===== src/rtl/uart_ctrl.sv =====
// uart_ctrl: single-clock 8N1 UART with TX/RX circular FIFOs, sticky
// overrun / framing error flags and an optional internal loopback.
// Optional feature macro: UART_LOOPBACK_EN (RX synchronizer fed from UART_TX).
module uart_ctrl #(
  parameter int unsigned CLKS_PER_BIT = 868,
  parameter int unsigned FIFO_DEPTH   = 16
) (
  input  logic        clk,
  input  logic        reset,
  input  logic        UART_WRITE_EN,
  input  logic [7:0]  TX_DATA,
  input  logic        UART_READ_EN,
  output logic [31:0] UART_READ_DATA,
  input  logic        STATUS_CLR,
  input  logic        UART_RX,
  output logic        UART_TX,
  output logic        TX_FULL,
  output logic        RX_EMPTY,
  output logic        TX_BUSY,
  output logic        RX_OVERRUN,
  output logic        FRAME_ERR
);

  localparam int unsigned PTR_W  = $clog2(FIFO_DEPTH);
  localparam int unsigned CNT_W  = PTR_W + 1;
  localparam int unsigned BAUD_W = $clog2(CLKS_PER_BIT);
  localparam logic [BAUD_W-1:0] BAUD_LAST = BAUD_W'(CLKS_PER_BIT - 1);
  localparam logic [BAUD_W-1:0] HALF_LAST = BAUD_W'(CLKS_PER_BIT / 2 - 1);
  localparam logic [CNT_W-1:0]  FULL_CNT  = CNT_W'(FIFO_DEPTH);

  typedef enum logic [1:0] {S_IDLE, S_START, S_DATA, S_STOP} state_t;

  // ---------------- TX FIFO ----------------
  logic [7:0]       tx_mem [FIFO_DEPTH];
  logic [PTR_W-1:0] tx_wr_ptr, tx_rd_ptr;
  logic [CNT_W-1:0] tx_count;
  logic             tx_pop_c, tx_push_c;

  assign tx_push_c = UART_WRITE_EN && ((tx_count != FULL_CNT) || tx_pop_c);

  // TX FIFO storage
  always_ff @(posedge clk) begin
    if (tx_push_c) tx_mem[tx_wr_ptr] <= TX_DATA;
  end

  // TX FIFO pointers and occupancy
  always_ff @(posedge clk or posedge reset) begin
    if (reset) begin
      tx_wr_ptr <= '0;
      tx_rd_ptr <= '0;
      tx_count  <= '0;
    end else begin
      if (tx_push_c) tx_wr_ptr <= tx_wr_ptr + PTR_W'(1);
      if (tx_pop_c)  tx_rd_ptr <= tx_rd_ptr + PTR_W'(1);
      case ({tx_push_c, tx_pop_c})
        2'b10:   tx_count <= tx_count + CNT_W'(1);
        2'b01:   tx_count <= tx_count - CNT_W'(1);
        default: tx_count <= tx_count;
      endcase
    end
  end

  // ---------------- TX FSM ----------------
  state_t            tx_state, tx_next;
  logic [BAUD_W-1:0] tx_cnt, tx_cnt_d;
  logic [2:0]        tx_bit, tx_bit_d;
  logic [7:0]        tx_shift, tx_shift_d;
  logic              tx_line, tx_line_d;
  logic              tx_cell_end_c;

  assign tx_cell_end_c = (tx_cnt == BAUD_LAST);

  // TX state and datapath registers; line idles high
  always_ff @(posedge clk or posedge reset) begin
    if (reset) begin
      tx_state <= S_IDLE;
      tx_cnt   <= '0;
      tx_bit   <= '0;
      tx_shift <= '0;
      tx_line  <= 1'b1;
    end else begin
      tx_state <= tx_next;
      tx_cnt   <= tx_cnt_d;
      tx_bit   <= tx_bit_d;
      tx_shift <= tx_shift_d;
      tx_line  <= tx_line_d;
    end
  end

  // TX next-state
  always_comb begin
    tx_next = tx_state;
    case (tx_state)
      S_IDLE:  if (tx_count != '0) tx_next = S_START;
      S_START: if (tx_cell_end_c) tx_next = S_DATA;
      S_DATA:  if (tx_cell_end_c && (tx_bit == 3'd7)) tx_next = S_STOP;
      S_STOP:  if (tx_cell_end_c) tx_next = S_IDLE;
      default: tx_next = S_IDLE;
    endcase
  end

  // TX outputs: FIFO pop, counters, shifter and the next line level
  always_comb begin
    tx_pop_c   = 1'b0;
    tx_cnt_d   = tx_cnt + BAUD_W'(1);
    tx_bit_d   = tx_bit;
    tx_shift_d = tx_shift;
    case (tx_state)
      S_IDLE: begin
        tx_cnt_d = '0;
        if (tx_count != '0) begin
          tx_pop_c   = 1'b1;
          tx_shift_d = tx_mem[tx_rd_ptr];
        end
      end
      S_START: begin
        if (tx_cell_end_c) begin
          tx_cnt_d = '0;
          tx_bit_d = '0;
        end
      end
      S_DATA: begin
        if (tx_cell_end_c) begin
          tx_cnt_d   = '0;
          tx_bit_d   = tx_bit + 3'd1;
          tx_shift_d = {1'b0, tx_shift[7:1]};
        end
      end
      S_STOP: begin
        if (tx_cell_end_c) tx_cnt_d = '0;
      end
      default: tx_cnt_d = '0;
    endcase
    // Line is registered from the next state so START begins on the pop edge
    case (tx_next)
      S_START: tx_line_d = 1'b0;
      S_DATA:  tx_line_d = tx_shift_d[0];
      default: tx_line_d = 1'b1;
    endcase
  end

  // ---------------- RX synchronizer ----------------
  logic rx_pin_c, rx_meta, rx_sync;

`ifdef UART_LOOPBACK_EN
  logic unused_rx_pin_c;
  assign unused_rx_pin_c = UART_RX;
  assign rx_pin_c        = tx_line;
`else
  assign rx_pin_c = UART_RX;
`endif

  // Two-flop synchronizer, idles high like the line
  always_ff @(posedge clk or posedge reset) begin
    if (reset) begin
      rx_meta <= 1'b1;
      rx_sync <= 1'b1;
    end else begin
      rx_meta <= rx_pin_c;
      rx_sync <= rx_meta;
    end
  end

  // ---------------- RX FSM ----------------
  state_t            rx_state, rx_next;
  logic [BAUD_W-1:0] rx_cnt, rx_cnt_d;
  logic [2:0]        rx_bit, rx_bit_d;
  logic [7:0]        rx_shift, rx_shift_d;
  logic              rx_push_c, ferr_set_c;
  logic              rx_cell_end_c;

  assign rx_cell_end_c = (rx_cnt == BAUD_LAST);

  // RX state and datapath registers
  always_ff @(posedge clk or posedge reset) begin
    if (reset) begin
      rx_state <= S_IDLE;
      rx_cnt   <= '0;
      rx_bit   <= '0;
      rx_shift <= '0;
    end else begin
      rx_state <= rx_next;
      rx_cnt   <= rx_cnt_d;
      rx_bit   <= rx_bit_d;
      rx_shift <= rx_shift_d;
    end
  end

  // RX next-state; a high line at mid-start is a false start
  always_comb begin
    rx_next = rx_state;
    case (rx_state)
      S_IDLE:  if (!rx_sync) rx_next = S_START;
      S_START: if (rx_cnt == HALF_LAST) rx_next = rx_sync ? S_IDLE : S_DATA;
      S_DATA:  if (rx_cell_end_c && (rx_bit == 3'd7)) rx_next = S_STOP;
      S_STOP:  if (rx_cell_end_c) rx_next = S_IDLE;
      default: rx_next = S_IDLE;
    endcase
  end

  // RX outputs: counters, shifter, push request and framing error
  always_comb begin
    rx_cnt_d   = rx_cnt + BAUD_W'(1);
    rx_bit_d   = rx_bit;
    rx_shift_d = rx_shift;
    rx_push_c  = 1'b0;
    ferr_set_c = 1'b0;
    case (rx_state)
      S_IDLE: rx_cnt_d = '0;
      S_START: begin
        if (rx_cnt == HALF_LAST) begin
          rx_cnt_d = '0;
          rx_bit_d = '0;
        end
      end
      S_DATA: begin
        if (rx_cell_end_c) begin
          rx_cnt_d   = '0;
          rx_bit_d   = rx_bit + 3'd1;
          rx_shift_d = {rx_sync, rx_shift[7:1]};
        end
      end
      S_STOP: begin
        if (rx_cell_end_c) begin
          rx_cnt_d   = '0;
          rx_push_c  = rx_sync;
          ferr_set_c = !rx_sync;
        end
      end
      default: rx_cnt_d = '0;
    endcase
  end

  // ---------------- RX FIFO ----------------
  logic [7:0]       rx_mem [FIFO_DEPTH];
  logic [PTR_W-1:0] rx_wr_ptr, rx_rd_ptr;
  logic [CNT_W-1:0] rx_count;
  logic             rx_pop_c, rx_push_ok_c, ovr_set_c;

  assign rx_pop_c     = UART_READ_EN && (rx_count != '0);
  assign rx_push_ok_c = rx_push_c && ((rx_count != FULL_CNT) || rx_pop_c);
  assign ovr_set_c    = rx_push_c && !rx_push_ok_c;

  // RX FIFO storage
  always_ff @(posedge clk) begin
    if (rx_push_ok_c) rx_mem[rx_wr_ptr] <= rx_shift;
  end

  // RX FIFO pointers, occupancy and sticky flags (set beats clear)
  always_ff @(posedge clk or posedge reset) begin
    if (reset) begin
      rx_wr_ptr  <= '0;
      rx_rd_ptr  <= '0;
      rx_count   <= '0;
      RX_OVERRUN <= 1'b0;
      FRAME_ERR  <= 1'b0;
    end else begin
      if (rx_push_ok_c) rx_wr_ptr <= rx_wr_ptr + PTR_W'(1);
      if (rx_pop_c)     rx_rd_ptr <= rx_rd_ptr + PTR_W'(1);
      case ({rx_push_ok_c, rx_pop_c})
        2'b10:   rx_count <= rx_count + CNT_W'(1);
        2'b01:   rx_count <= rx_count - CNT_W'(1);
        default: rx_count <= rx_count;
      endcase
      RX_OVERRUN <= ovr_set_c  | (RX_OVERRUN & ~STATUS_CLR);
      FRAME_ERR  <= ferr_set_c | (FRAME_ERR  & ~STATUS_CLR);
    end
  end

  // Status and read-path outputs derived from registered state
  assign UART_TX        = tx_line;
  assign TX_FULL        = (tx_count == FULL_CNT);
  assign RX_EMPTY       = (rx_count == '0);
  assign TX_BUSY        = (tx_state != S_IDLE) || (tx_count != '0);
  assign UART_READ_DATA = (rx_count != '0) ? {24'h0, rx_mem[rx_rd_ptr]} : 32'hFFFF_FFFF;

endmodule


===== config.mk =====
export PLATFORM = sky130hd
export DESIGN_NAME = uart_ctrl
export DESIGN_NICKNAME = d
export VERILOG_FILES = /design/src/rtl/uart_ctrl.sv
export SDC_FILE = /design/constraint.sdc
export NUM_CORES = 1
export LEC_CHECK = 0
export ABC_CLOCK_PERIOD_IN_PS = 2700
export CORE_MARGIN = 3
export CORE_UTILIZATION = 40
export CTS_BUF_LIST = sky130_fd_sc_hd__clkbuf_8
export CTS_CLUSTER_SIZE = 12
export DETAILED_ROUTE_END_ITERATION = 10
export GPL_TIMING_DRIVEN = 0
export HOLD_SLACK_MARGIN = 0.03
export PLACE_DENSITY_LB_ADDON = 0.25
export SYNTH_ARGS = -nofsm -noshare
export SYNTH_HDL_FRONTEND = slang
export SYNTH_SLANG_ARGS = --single-unit
export TNS_END_PERCENT = 50

===== constraint.sdc =====
create_clock -name clk -period 2.7 [get_ports clk]
set_clock_uncertainty 0.05 [all_clocks]
set_input_delay 0.27 -clock clk [delete_from_list [all_inputs] [get_ports clk]]
set_output_delay 0.27 -clock clk [all_outputs]
set_load 0.02 [all_outputs]

* Yosys cells after proc, flatten, opt, wreduce, memory -nomap -nowiden
Memories as Yosys holds them, arrays and structs flattened. Index checks and enable logic that the tools add are counted.
Operators by class: bitwise logic cells 5, shift operators 0, divide/modulo/power cells 0, reduce and logical (&&, ||, !) cells 29, $mul 0, add/subtract/negate cells 12, order comparisons 0, mux-type cells 39, eq/ne operators 28
Operators with widths (count):
- $mux 32 | 1
- $mux 10 | 3
- $pmux 10 s3 | 1
- $add 10x1->10 const B | 2
- $eq 10x10->1 const B | 2
- $pmux 10 s2 | 1
- $pmux 5 s2 | 2
- $mux 2 | 9
- $add 4x1->4 const B | 4
- $mux 8 | 2
- $ne 2x2->1 const B | 8
- $pmux 2 s4 | 2
- $pmux 8 s2 | 1
- $eq 2x2->1 const B | 7
- $mux 3 | 4
- $pmux 3 s2 | 2
- $reduce_bool 2->1 | 6
- $add 5x1->5 const B | 2
- $eq 10x9->1 const B | 1
- $eq 2x1->1 const B | 5
- $mux 1 | 10
- $ne 5x5->1 const B | 2
- $reduce_bool 5->1 | 2
- $sub 5x1->5 const B | 2
- other kinds (17) | 32
Word-level totals: latch bits 0, bits in writable memories 256, register bits after elaboration 77, memories kept 2, output and inout port bits 38, bits of input ports 14, memory bits (read-only) 0
Memory list:
- rx_mem | words 16, width 8, rd ports 1, clocked after memory_dff 0, write ports 1, line 235 | logic [7:0] rx_mem [FIFO_DEPTH];
- tx_mem | words 16, width 8, rd ports 1, clocked after memory_dff 0, write ports 1, line 34 | logic [7:0] tx_mem [FIFO_DEPTH];

* Depth between registers and ports, before layout
Gate-level depths: netlist of the first run.
word-level depth 7, gate-level depth with buffers 11

* Worst setup path after synthesis of the first run
OpenSTA, ideal clock, no wires.
kind flip-flop to output port, start register rx_count[1], end output UART_READ_DATA[0], cell stages (with the launch flop) 4, arrival time 2509 ps, slack -129 ps, cells stage by stage dfrtp_1 > or4_4 > nor2_1 > or2_1
Between the ends: word-level cells in the longest chain between the ends 2
Ends and longest elaborated chain:
- start, declared | line 237 | logic [CNT_W-1:0] rx_count;
- start signal, assigned | line 261 | 2'b10: rx_count <= rx_count + CNT_W'(1);
- start signal, assigned | line 262 | 2'b01: rx_count <= rx_count - CNT_W'(1);
- start signal, assigned | line 263 | default: rx_count <= rx_count;
- $reduce_bool 5->1 | line 275 | assign UART_READ_DATA = (rx_count != '0) ? {24'h0, rx_mem[rx_rd_ptr]} : 32'hFFFF_FFFF;
- $mux 32 | line 275
- end, declared | line 13 | output logic [31:0] UART_READ_DATA,
Every way passes these cells.

* Final worst setup path of the first run
start register rx_rd_ptr[0], end output UART_READ_DATA[7]
Between the ends: word-level cells in the longest chain between the ends 2
Ends and longest elaborated chain:
- start, declared | line 236 | logic [PTR_W-1:0] rx_wr_ptr, rx_rd_ptr;
- start signal, assigned | line 259 | if (rx_pop_c) rx_rd_ptr <= rx_rd_ptr + PTR_W'(1);
- $mem_v2 16x8
- $mux 32 | line 275
Every way passes these cells.

==> results.md, run 1 <==
- Run status: finished, violations left
- Failing checks: negative setup slack
- WP buf/inv: 4
- Height of the die: 192.4 um
- Seq/Total Area, Yosys: 69.17%
- Dominant synthesized flop cell: edfxtp_1
- Worst Path Arrival: 2.71 ns
- Crit path max fanout: 7
- Peak VDD IR: 0.3256 mV
- First-pass GRT wire length: 43,170 um
- CP Cell Sequence: buf_12, buf_12, buf_6, mux4_2, mux4_2, or2_1, buf_6
- Syn Inst Count: 807
- Tightest Hold Check Type: in -> reg
- Syn avg cell area: 17.23 um2
- Type of origin of the critical path: flip-flop
- Crit Path Class: reg -> out
- Htree depth: 2
- Worst Tran Pin Value: 0.8686 ns
- Critical-path top delay cell: mux4_2
- Post-route setup slack: -0.3317 ns
- DIE WIDTH: 192.4 um
- Remaining DRCs: 0
- Initial core utilization: 41.06%
- Syn Nets: 844
- Pin count of the biggest net entering global routing: 66
- Clock-pin slew on the worst setup and hold paths: 0.06 ns
- Hold Vio Cnt, Final: 0
- Synth top area share: 55.29%
- Period minus WS final: 3.032 ns
- Final period utilization: 112.3%
- Layout cell share with drive strength beyond 1: 32.66%
- CTS Buffer Depth: 3
- Power per Cell Area: 639.5 nW/um2
- Vias per inst: 5.081
- Routed WL per cell: 19.28 um
- Vias: 7,286
- Max frequency: 329.8 MHz
- Ys async rst share: 23.12%
- Dpl ws: -0.5873 ns
- Top post-synthesis cells by area: edfxtp_1 (55%), dfrtp_1 (13%), mux4_2 (13%)
- Gr usage total: 15.32%
- # nets final: 983
- Clock sink total: 333
- DR iter-0 viols: 386
- Number of global-route vias before repair: 7,507
- Core area: 33,870 um2
- WL final: 27,650 um
- Post-Place Cell Area: 15,060 um2
- CTS Buf Count: 52
- GRT Residual Overflow: 0
- Cell family with most CP delay: multiplexers
- Post-DP HPWL: 17,520 um
- Num ports: 52
- Clock latency on the worst-skew pair: 0.58 ns
- P_leak: 6.283 nW
- Headroom to the max-slew limit: 42.10%
- Post-synth cell types: 61
- Yosys reg bits: 333
- Max incr delay on CP: 0.47 ns
- # rows: 67
- CP Capture Type: primary output
- Final Instance Area: 16,590 um2
- Port bufs: 51
- RSZ-0062 raised after global routing: true
- CP required: 2.38 ns
- Final ANT Viol Nets: 0
- Antenna violations before repair: 0
- DR pass1 iterations: 5
- Root buf cell: clkbuf_8
- Antenna cell count: 0
- Mapped cell area: 13,900 um2
- Synth warn: 0
- CTS tree: yes
- GPL Wtd Cong: 0.7987
- Max Slew Vio Count: 0
- P&R area growth vs syn: 19.31%
- Max cap viols: 0
- Die Area: 37,040 um2
- Post-synth EDFFs: 256
- Largest area contributor in the synthesized netlist: edfxtp_1
- Setup Viol. Count Final: 8
==> path summary, 6_finish.rpt <==
check / start / to / slack [ns] / depth (start not counted)
setup / recovery: rx_rd_ptr[0] / UART_READ_DATA[7] / -0.33 / 7
hold / removal: STATUS_CLR / RX_OVERRUN / 0.26 / 2
setup reg to reg: tx_count[0] / tx_count[4] / 0.09 / 9
hold reg to reg: rx_meta / rx_sync / 0.30 / 0
max in group asynchronous: reset / rx_meta / 1.46 / 4
min in group asynchronous: reset / rx_rd_ptr[3] / 0.48 / 3
==> synthesized netlist by cell type, drive strengths merged (2+ instances only) <==
cell / n
mux4: 80
mux2: 11
inv: 24
or3: 2
clkbuf: 22
nor4: 9
nor2: 57
nand2b: 7
nor3: 8
edfxtp: 256
or3b: 2
or2: 10
a22oi: 11
a31oi: 3
dfstp: 3
nand2: 50
and3: 3
xor2: 9
ha: 22
a21o: 2
mux2i: 5
o21ai: 15
nand3: 10
o21a: 3
nor3b: 3
a21oi: 7
buf: 35
o32ai: 2
and2: 9
dfrtp: 74
or4: 3
xnor2: 28
nand4: 8
==> worst register-to-register path: stages (launching register included) <==
cell	delay (ns)
dfrtp_2	0.43
or4_4	0.57
o21a_4	0.24
nand2b_4	0.09
inv_2	0.06
ha_1	0.32
a21o_1	0.18
a21oi_2	0.15
mux2i_1	0.27
xor2_1	0.18
==> what timing repair did <==
| item | CTS | global route |
|---|---|---|
| hold endpoints to repair | 12 | 0 |
| gates cloned | 4 | 1 |
| endpoints found under the setup margin | 201 | 228 |
| pin swaps | 4 | 6 |
| hold buffers | 2 | 0 |
| setup buffers | 14 | 12 |
| gates resized for setup | 148 | 65 |
==> metal layers <==
metal	routed length [um]	GRT usage, %	vias up
li1	-	-	3360
met1	12430	21.36	3726
met2	13390	24.50	154
met3	1241	3.197	46
met4	580	4.455	0
met5	0	0	-
==> state kept, by name, indices dropped and copies added (netlist names), 3 cells and up, named ones only <==
register	flops
rx_bit	3
rx_shift	8
tx_cnt	10
rx_mem	128
rx_count	5
rx_rd_ptr	4
rx_wr_ptr	4
rx_cnt	10
tx_mem	128
tx_shift	8
tx_rd_ptr	4
tx_wr_ptr	4
tx_count	5
tx_bit	3
==> cells by family after synthesis <==
family	count (synthesis)	share of synthesized area [%]
buf+inv	81	2.951
compound gates	51	2.601
fa+ha+maj	23	2.124
xor+xnor	37	2.331
flops	333	69.17
mux	96	14.21
simple gates	186	6.614
==> final cells by class <==
class | count | area [um2]
inverters | 24 | 92.59
well taps | 448 | 560.5
flip-flops and latches | 333 | 9623
clock buffers | 54 | 743.2
clock inverters | 40 | 227.7
repair buffers | 85 | 822.0
plain buffers | 55 | 390.4
fillers | 2919 | 17280
multi-input cells | 395 | 4130
==> report_power, final <==
part           switching, mW  internal, mW
logic                  0.485         0.295
registers              0.107          5.77
clock network           1.90          2.05
==> cell usage in the layout, fill, tap and decap left out, types with 10 or more instances in the layout <==
cell | synthesis | final
edfxtp_1 | 256 | 256
mux4_2 | 80 | 80
dfrtp_1 | 74 | 70
buf_4 | 24 | 70
clkbuf_8 | 0 | 54
nand2_1 | 50 | 49
inv_1 | 24 | 44
nor2_1 | 57 | 40
xnor2_1 | 28 | 28
ha_1 | 22 | 20
clkdlybuf4s50_1 | 0 | 18
clkbuf_1 | 22 | 16
nor2_2 | 0 | 15
buf_6 | 1 | 15
o21ai_0 | 13 | 13
mux2_2 | 10 | 10
==> metrics by stage <==
| step | utilization (%) | hold WS [ns] | power (mW) | TNS [ns] | std cells |
|---|---|---|---|---|---|
| finish | 48.98 | 0.2581 | 10.61 | -2.426 | 1434 |
| global route | 48.98 | 0.2537 | 11.07 | -3.756 | 1434 |
| CTS | 48.36 | 0.2243 | 10.64 | -3.972 | 1423 |
| detailed placement | 44.48 | 0.2991 | 6.646 | -65.12 | 1311 |
| global placement | 44.23 | 0.2959 | 6.620 | -166.91 | 1306 |
| floorplan | - | 0.2245 | 6.408 | 0 | 807 |
Power figures use the tool's default switching activity.
==> run 2: changes to the inputs <==
- CTS_CLUSTER_SIZE: 12 -> 16
==> results of run 2 <==
Same layout as run 1: the final DEF is identical, and so are final timing and power.
==> run 3: changes to the inputs <==
- SKIP_CTS_REPAIR_TIMING: not set -> 1
==> results.md, run 3 (same netlist as run 1, synthesis figures left out) <==
- Run status: finished, violations left
- Failing checks: negative setup slack
- Number of global-route vias before repair: 7,400 (-1.4%)
- Num ports: 52 (unchanged)
- Core area: 33,870 um2 (unchanged)
- Most common cell after layout, fill and taps aside: edfxtp_1
- Total Power: 10.56 mW (-0.44%)
- Final core utilization: 48.89% (-0.096 points)
- Port bufs: 51 (unchanged)
- Clock sink total: 333 (unchanged)
- CTS tree: yes
- P&R area growth vs syn: 19.08%
- Headroom to the max-slew limit: 41.71% (-0.38 points)
- Initial core utilization: 41.06% (unchanged)
- Worst Path Arrival: 2.68 ns (-0.03 ns)
- CP Capture Type: primary output
- Worst Tran Pin Value: 0.8743 ns (+0.005734 ns)
- Final period utilization: 111.2% (-1.1 points)
- RSZ-0062 raised after global routing: true
- Crit Path Class: reg -> out
- Routed WL per cell: 19.27 um (about the same)
- Clock latency on the worst-skew pair: 0.58 ns (about the same)
- WL final: 27,500 um (-0.52%)
- Remaining DRCs: 0 (unchanged)
- DIE WIDTH: 192.4 um (unchanged)
- Post-DP HPWL: 17,520 um (unchanged)
- Post-Place Cell Area: 15,060 um2 (unchanged)
- CTS Buf Count: 52 (unchanged)
- Max incr delay on CP: 0.53 ns (+0.06 ns)
- Pin count of the biggest net entering global routing: 66 (unchanged)
- GRT Residual Overflow: 0 (unchanged)
- First-pass GRT wire length: 42,220 um (-2.2%)
- Die Area: 37,040 um2 (unchanged)
- Root buf cell: clkbuf_8
- WP buf/inv: 3 (-1)
- Dpl ws: -0.5873 ns (unchanged)
- CP required: 2.38 ns (about the same)
- Setup Viol. Count Final: 9 (+1)
- Highest-count cells in the layout ignoring fill and taps: edfxtp_1 (256), mux4_2 (80), dfrtp_1 (69), buf_4 (59), clkbuf_8 (54)
- Crit path max fanout: 6 (-1)
- Period minus WS final: 3.002 ns (-0.02999 ns)
- Height of the die: 192.4 um (unchanged)
- CTS Buffer Depth: 3 (unchanged)
- Vias per inst: 5.112 (+0.61%)
- Max cap viols: 0 (unchanged)
- Largest registers: rx_mem x128, tx_mem x128
- DR iter-0 viols: 367 (-4.9%)
- Final Instance Area: 16,560 um2 (-0.20%)
- Type of origin of the critical path: flip-flop
- Final ANT Viol Nets: 0 (unchanged)
- Worst hold slack: 0.05637 ns (-0.2017 ns)
- Max frequency: 333.1 MHz (+1.0%)
- Antenna violations before repair: 0 (unchanged)
- DR pass1 iterations: 4 (-1)
- Critical-path top delay cell: mux4_2
- Max Slew Vio Count: 0 (unchanged)
- Cell family with most CP delay: multiplexers
- Setup_tns: -2.271 ns (+0.1553 ns)
- P_leak: 6.242 nW (-0.65%)
- Power per Cell Area: 637.9 nW/um2 (-0.25%)
- Placed Instances: 1,311 (unchanged)
- # nets final: 976 (-0.71%)
- Filler cells: 2,928 (+0.31%)
- # rows: 67 (unchanged)
- Gr usage total: 14.95% (-0.37 points)
- Layout cell share with drive strength beyond 1: 31.56% (-1.1 points)
- Antenna cell count: 0 (unchanged)
- Hold Vio Cnt, Final: 0 (unchanged)
- CP Cell Sequence: buf_12, buf_12, mux4_2, mux4_2, or2_1, buf_2
- Clock-pin slew on the worst setup and hold paths: 0.06 ns (about the same)
- Post-route setup slack: -0.3017 ns (+0.02999 ns)
- GPL Wtd Cong: 0.7987 (unchanged)
- Tightest Hold Check Type: in -> reg
- Fin cells: 1,427 (-0.49%)
- Peak VDD IR: 0.3273 mV (+0.53%)
- Htree depth: 2 (unchanged)
- Vias: 7,295 (+0.12%)
## run 3: cell count changes in the layout (fill, tap and decap cells not counted), moves of 6 or more
cell | previous run | this run
buf_2 | 1 | 7
buf_6 | 15 | 7
dlymetal6s2s_1 | 1 | 7
buf_4 | 70 | 59
## run 3: layout make-up
class | count | area, um2 | share of cell area, %
inverters | 24 | 92.59 | 0.5592
well taps | 448 | 560.5 | 3.385
multi-input cells | 395 | 4105 | 24.79
flip-flops and latches | 333 | 9624 | 58.13
clock inverters | 40 | 227.7 | 1.375
repair buffers | 78 | 825.8 | 4.988
clock buffers | 54 | 743.2 | 4.489
plain buffers | 55 | 377.9 | 2.282
## run 3: final timing paths
path	startpoint	end	slack, ns	depth (start not counted)
worst min-delay path	UART_RX	rx_meta	0.06	1
min in group asynchronous	reset	rx_rd_ptr[3]	0.47	3
worst max-delay path	rx_rd_ptr[0]	UART_READ_DATA[7]	-0.30	6
worst max register to register	tx_count[0]	tx_count[4]	-0.04	9
max in group asynchronous	reset	rx_meta	1.47	4
worst min register to register	rx_meta	rx_sync	0.30	0
## run 3: where the power goes
part / leakage [nW] / total [mW] / switching (mW) / internal, mW
Clock: 0.581 / 3.95 / 1.90 / 2.05
Sequential: 3.62 / 5.88 / 0.108 / 5.77
Combinational: 2.04 / 0.737 / 0.461 / 0.276
## run 3: per-layer routing
metal / vias to the layer above / part of all wire [%] / global-route usage, %
met4: 0 / 2.1 / 4.455
met5: - / 0 / 0
li1: 3347 / - / -
met1: 3738 / 45 / 20.80
met3: 45 / 5.1 / 3.197
met2: 165 / 48 / 23.86
